`config.mk`:
```
export PLATFORM = sky130hd
export DESIGN_NAME = fetch_unit
export DESIGN_NICKNAME = d
export VERILOG_FILES = /design/src/rtl/fetch_unit.sv
export SDC_FILE = /design/constraint.sdc
export NUM_CORES = 1
export LEC_CHECK = 0
export BUFFER_PORTS_ARGS = -buffer_cell sky130_fd_sc_hd__clkbuf_2
export CAP_MARGIN = 20
export CORE_UTILIZATION = 52
export DETAILED_ROUTE_END_ITERATION = 12
export PLACE_DENSITY = 0.83
export SYNTH_ARGS = -nofsm -noshare
export SYNTH_HDL_FRONTEND = slang
export SYNTH_SLANG_ARGS = --single-unit
```
`constraint.sdc`:
```
create_clock -name clk -period 2.5 [get_ports clk]
set_clock_uncertainty 0.15 [all_clocks]
set_input_delay 0.125 -clock clk [delete_from_list [all_inputs] [get_ports clk]]
set_output_delay 0.125 -clock clk [all_outputs]
set_load 0.005 [all_outputs]
```
`src/rtl/fetch_unit.sv`:
```
// rtl/fetch_unit.sv - IF stage: PC ownership, imem fetch, IF/ID register, interrupt injection
module fetch_unit #(
  parameter int                      ADDR_WIDTH    = 10,
  parameter int                      INSTR_WIDTH   = 16,
  parameter logic [ADDR_WIDTH-1:0]   RST_VEC_ADDR  = 10'h000,
  parameter logic [ADDR_WIDTH-1:0]   INTR_VEC_ADDR = 10'h001,
  parameter logic [INSTR_WIDTH-1:0]  NOP_INSTR     = 16'h0000,
  parameter logic [INSTR_WIDTH-1:0]  INTR_INSTR    = 16'hC0C0
) (
  input  logic                   clk,
  input  logic                   rst,
  input  logic                   Stall,
  input  logic                   Branch_Taken,
  input  logic [ADDR_WIDTH-1:0]  Branch_Addr,
  input  logic                   Intr_Req,
  input  logic                   Intr_Ack,
  output logic [ADDR_WIDTH-1:0]  Imem_Addr,
  input  logic [INSTR_WIDTH-1:0] Imem_Data,
  output logic [INSTR_WIDTH-1:0] Instr,
  output logic                   Instr_Valid,
  output logic [ADDR_WIDTH-1:0]  Saved_PC,
  output logic                   Intr_Pending
);

  typedef enum logic [1:0] {
    S_BOOT     = 2'd0,
    S_RUN      = 2'd1,
    S_WAIT_ACK = 2'd2
  } state_t;

  state_t                 r_state;
  logic [ADDR_WIDTH-1:0]  r_pc;
  logic [INSTR_WIDTH-1:0] r_instr;
  logic                   r_valid;
  logic [ADDR_WIDTH-1:0]  r_saved_pc;
  logic                   r_pending;
  logic                   w_inject;
  logic [ADDR_WIDTH-1:0]  w_pc_inc;
  logic [ADDR_WIDTH-1:0]  w_mem_addr;

  // Injection happens only in RUN when neither a branch nor a stall outranks it.
  assign w_inject   = (r_state == S_RUN) && !Branch_Taken && !Stall && r_pending;
  assign w_pc_inc   = r_pc + {{(ADDR_WIDTH-1){1'b0}}, 1'b1};
  assign w_mem_addr = Imem_Data[ADDR_WIDTH-1:0];

  always_comb begin
    Imem_Addr = r_pc;
    case (r_state)
      S_BOOT:     Imem_Addr = RST_VEC_ADDR;
      S_WAIT_ACK: Imem_Addr = INTR_VEC_ADDR;
      default:    Imem_Addr = r_pc;
    endcase
  end

  always_ff @(posedge clk) begin
    if (rst) begin
      r_state    <= S_BOOT;
      r_pc       <= '0;
      r_instr    <= NOP_INSTR;
      r_valid    <= 1'b0;
      r_saved_pc <= '0;
      r_pending  <= 1'b0;
    end else begin
      // A request arriving on the injection edge stays latched for the next one.
      if (Intr_Req)
        r_pending <= 1'b1;
      else if (w_inject)
        r_pending <= 1'b0;

      case (r_state)
        S_BOOT: begin
          r_pc    <= w_mem_addr;
          r_instr <= NOP_INSTR;
          r_valid <= 1'b0;
          r_state <= S_RUN;
        end
        S_RUN: begin
          if (Branch_Taken) begin
            r_pc    <= Branch_Addr;
            r_instr <= NOP_INSTR;
            r_valid <= 1'b0;
          end else if (Stall) begin
            r_pc    <= r_pc;
          end else if (r_pending) begin
            r_instr    <= INTR_INSTR;
            r_valid    <= 1'b1;
            r_saved_pc <= r_pc;
            r_state    <= S_WAIT_ACK;
          end else begin
            r_instr <= Imem_Data;
            r_valid <= 1'b1;
            r_pc    <= w_pc_inc;
          end
        end
        S_WAIT_ACK: begin
          if (Intr_Ack && !Stall) begin
            r_pc    <= w_mem_addr;
            r_instr <= NOP_INSTR;
            r_valid <= 1'b0;
            r_state <= S_RUN;
          end else if (!Stall) begin
            r_instr <= NOP_INSTR;
            r_valid <= 1'b0;
          end
        end
        default: begin
          r_state <= S_BOOT;
          r_instr <= NOP_INSTR;
          r_valid <= 1'b0;
        end
      endcase
    end
  end

  assign Instr        = r_instr;
  assign Instr_Valid  = r_valid;
  assign Saved_PC     = r_saved_pc;
  assign Intr_Pending = r_pending;

endmodule

```
# Word-level counts from Yosys, hierarchy flattened

Index checks and enable logic that the tools add are counted.

Add/sub/neg operators: 1
Equal/unequal tests: 9
Mux-type cells: 24
Bitwise gates (word level): 2
Reduce and logical (&&, ||, !) cells: 13

Operator list:

| operator                                      | count |
|---|---|
| two-way mux 16 bit                            | 5 |
| two-way mux 10 bit                            | 4 |
| case mux 16 bit (2 select lines)              | 1 |
| case mux 10 bit (3 select lines)              | 1 |
| case mux 10 bit (2 select lines)              | 1 |
| AND reduction 4 bit                           | 3 |
| adder 10 x 1 -> 10 bit, second input constant | 1 |
| inequality test 3 bit, second input constant  | 3 |
| two-way mux 2 bit                             | 4 |
| inequality test 2 bit, second input constant  | 4 |
| two-way mux 1 bit                             | 6 |
| case mux 2 bit (3 select lines)               | 1 |
| logical AND 1 bit                             | 4 |
| nonzero test 3 bit                            | 1 |
| == test 2 x 1 -> 1 bit, second input constant | 1 |
| == test 2 bit, second input constant          | 1 |
| zero test 1 bit                               | 2 |
| zero test 2 bit                               | 1 |
| NOT 1 bit                                     | 2 |
| case mux 1 bit (2 select lines)               | 1 |
| AND reduction 2 bit                           | 1 |
| nonzero test 2 bit                            | 1 |

Bits in registers: 40
Input bits: 32
Output and inout bits: 38
Word-level logic and storage cells: 55

# Depth between registers and ports, before layout

Word-level depth: 6
Mapped depth: 7

# Worst setup path before layout

OpenSTA, ideal clock, no wires.

Kind: register -> register
Start: register r_state[1]
End: register r_pc[7]
Data arrival time: 1.385 ns
Required time: 2.258 ns
Slack: 0.872 ns
Cell stages (with the launch flop): 7
Path buffers: 2
Period minus slack after synthesis: 1.628 ns
Cells stage by stage: dfxtp_1 > buf_6 > or3b_4 > buf_6 > nor4_2 > a311oi_1 > o32ai_1

Word-level cells in the longest chain between the ends: 3

RTL lines:

| element                                                 | RTL line | RTL |
|---|---|---|
| start, declared                                         | 31       | `state_t r_state;` |
| start signal, assigned                                  | 57       | `r_state <= S_BOOT;` |
| start signal, assigned                                  | 75       | `r_state <= S_RUN;` |
| start signal, assigned                                  | 88       | `r_state <= S_WAIT_ACK;` |
| == test 2 x 1 -> 1 bit (tied with other cells)          | 70       | `case (r_state)` |
| inequality test 3 bit (no line) (tied with other cells) | --       |  |
| AND reduction 4 bit (no line)                           | --       |  |
| end signal, assigned                                    | 72       | `r_pc <= w_mem_addr;` |
| end signal, assigned                                    | 79       | `r_pc <= Branch_Addr;` |
| end signal, assigned                                    | 83       | `r_pc <= r_pc;` |
| end, declared                                           | 32       | `logic [ADDR_WIDTH-1:0] r_pc;` |

Parallel ways exist; a longest one is shown, timed or not.
A chain may end at the register's enable or synchronous reset.

# Worst setup path in the final report

Start: register r_state[1]
End: register r_saved_pc[7], in the netlist Saved_PC[7]

Word-level cells in the longest chain between the ends: 2

RTL lines:

| element                       | RTL line | RTL |
|---|---|---|
| == test 2 x 1 -> 1 bit        | 70       |  |
| AND reduction 4 bit (no line) | --       |  |
| end signal, assigned          | 87       | `r_saved_pc <= r_pc;` |
| end, declared                 | 35       | `logic [ADDR_WIDTH-1:0] r_saved_pc;` |

Every way passes these cells.

==> qor.yml <==
worst_setup_path:
  required_ns: 2.51
  crit_fanout: 10
  cp-end-kind: "flop"
  cpMaxStageDelayCell: "nor3b_2"
  critPathKind: "flop to flop"
  cp_data_arrival_time_ns: 1.91
  max_stage_delay_ns: 0.45
  cp_cell_sequence: "nor3b_2 -> nand3b_1 -> buf_4 -> mux2i_1 -> nor2_1"
  cp-start-kind: "flop"
hold_path:
  hold_path_class: "input port to flop"
floorplan:
  die_x_um: 63.6
  start_util_pct: 53.9
  core_um2: 3660
  die-area_um2: 4050
  num_rows: 22
  fp.dieH_um: 63.6
  io_pins: 70
synthesis:
  ys_warn_count: 0
  ys_seq_area_share_pct: 40.6
  synth.avg_cell_area_um2: 8.51
  yosys_most_used_dff: "dfxtp_1"
  ys_ff_latch: 40
  syn_nets: 265
  synth_edf_count: 0
  async_reset_ff_share_pct: 0
  netlist_instances: 232
  syn-cell-area_um2: 1970
  ys_types: 50
grt:
  gr-total-overflow: 0
  antenna_found_initial: 0
  grt_first_pass_wirelength_um: 9100
  grt_start_max_net_pins: 21
  grt_usage_pct: 28.7
  first_global_vias: 1929
cells_and_area:
  areaGrowthSynthToFinish_pct: 32.4
  diodes: 0
  nets: 348
  instances_no_fill: 364
  drive_gt1_share_pct: 28.8
  fillCellCount: 285
  utilization_pct: 71.4
sta:
  final.min_clock_period_ns: 1.89
  slew_viol_final: 0
  tightest_slew_ns: 0.577
  tns_ns: 0
  finalCritPeriodShare_pct: 75.8
  rsz0062_at_grt: "no"
  layout_setup_ws_ns: 0.606
  hold_slack_ns: 0.0401
  relSlewSlack_pct: 61.5
  hold_violations: 0
  fmax_mhz: 528
  setup_violations: 0
cts:
  post_cts_buffers: 0
  cts_sinks: 40
  clk_latency_ns: 0.29
  cts-htree-levels: 2
  root_buffer: "clkbuf_8"
  clockBufferDepth: 2
  cts_tree: "done"
  cts_buffers: 5
  clk_pin_slew_ns: 0.07
drt:
  viasPerCell: 5.73
  ant_nets: 0
  wire_per_inst_um: 15.1
  drtPass1Iterations: 5
  drt_iter0_markers: 108
  drc: 0
  num_vias: 2085
  totalWireLength_um: 5510
power_and_ir_drop:
  powerDensity_nw_per_um2: 525
  vdd_ir_drop_max_uv: 472
  p_leak_nw: 1.20
run_status:
  outcome: "finished, final reports clean"
placement:
  io_buffer_count: 69
  dp_hpwl_um: 3730
  dp.cells: 338
  finalWeightedCongestion: 0.915
  place_ws_ns: 0.643
run:
  cap_violations: 0
## path summary, 6_finish.rpt
path	from	endpoint	slack, ns	cells after the start
setup reg to reg	r_state[1]	Saved_PC[7]	0.61	5
hold reg to reg	Instr[6]	Instr[6]	0.31	2
setup / recovery	r_state[1]	Saved_PC[7]	0.61	5
hold / removal	Intr_Ack	r_state[1]	0.04	4
## power by group
part / internal (W) / switching [W]
logic: 0.000112 / 0.000121
registers: 0.000661 / 0.0000309
clock network: 0.000224 / 0.000222
total: 0.000997 / 0.000374
## flip-flops by register name, summed over array words and instances, names as in the netlist
signal	count
r_pc	10
Instr_Valid	1
r_state	2
Instr	16
Saved_PC	10
Intr_Pending	1
## worst max-delay path: cells and delay by family, from the launching register on
kind / cells / cell delay (ns)
multiplexers: 1 / 0.14
flip-flops: 1 / 0.40
buffers and inverters: 1 / 0.26
AND/OR/NAND/NOR: 3 / 0.83
## cells by family after synthesis
kind of cell / share of synthesized area [%]
simple gates: 22.7
compound gates: 23.2
flops: 40.6
buf+inv: 6.40
mux: 6.08
xor+xnor: 0.444
fa+ha+maj: 0.634
## metal layers
metal | track usage (%) | share of wire [%]
met1 | 36.3 | 41
met2 | 46.1 | 47
met3 | 6.88 | 7.9
met4 | 12.5 | 3.6
met5 | 0 | 0
## layout make-up
class	count	area [um2]	share of cell area, %
multi-input combinational	166	1050	40.1
sequential	40	801	30.6
timing repair buffer	95	586	22.4
clock buffer	7	86.3	3.30
tap	48	60.1	2.30
inverter	7	26.3	1.01
clock inverter	1	7.51	0.287
## placed cells by master, fill, tap and decap left out, types with 3 or more instances in the layout
| cell | count |
|---|---|
| a211oi_1 | 3 |
| a21oi_1 | 14 |
| a22oi_1 | 16 |
| a31oi_1 | 3 |
| and2_1 | 11 |
| and3_1 | 4 |
| buf_4 | 8 |
| clkbuf_2 | 69 |
| clkbuf_8 | 6 |
| dfxtp_1 | 40 |
| dlygate4sd3_1 | 18 |
| inv_1 | 7 |
| mux2i_1 | 12 |
| nand2_1 | 17 |
| nand2b_1 | 3 |
| nand3_1 | 7 |
| nor2_1 | 28 |
| nor3_1 | 4 |
| o21ai_0 | 3 |
| o21ai_1 | 5 |
| o32ai_1 | 5 |
## Yosys cell counts (2+ instances only)
library cell,number,area (um2)
dfxtp_1,40,801
nor2_1,28,105
nand2_1,17,63.8
a22oi_1,16,120
a21oi_1,14,70.1
mux2i_1,12,120
and2_1,11,68.8
buf_2,8,40.0
clkbuf_1,7,26.3
inv_1,7,26.3
nand3_1,7,35.0
o21ai_1,5,25.0
o32ai_1,5,43.8
and3_1,4,25.0
nor3_1,4,20.0
a211oi_1,3,22.5
a31oi_1,3,18.8
nand2b_1,3,18.8
o21ai_0,3,15.0
a21o_1,2,15.0
buf_6,2,22.5
nor2b_1,2,12.5
o21a_1,2,15.0
## timing repair
action                    4_1_cts  5_1_grt
resized for setup               0        0
hold endpoints to repair       18        0
hold buffers                   18        0
## metrics by stage
stage / cell area (um2) / total power, W
2_1_floorplan: 1970 / 0.000833
5_1_grt: 2610 / 0.00144
6_report: 2610 / 0.00137
3_3_place_gp: 2340 / 0.000910
3_5_place_dp: 2340 / 0.000912
4_1_cts: 2610 / 0.00138
Note: power is estimated with default switching activity, not from simulation.
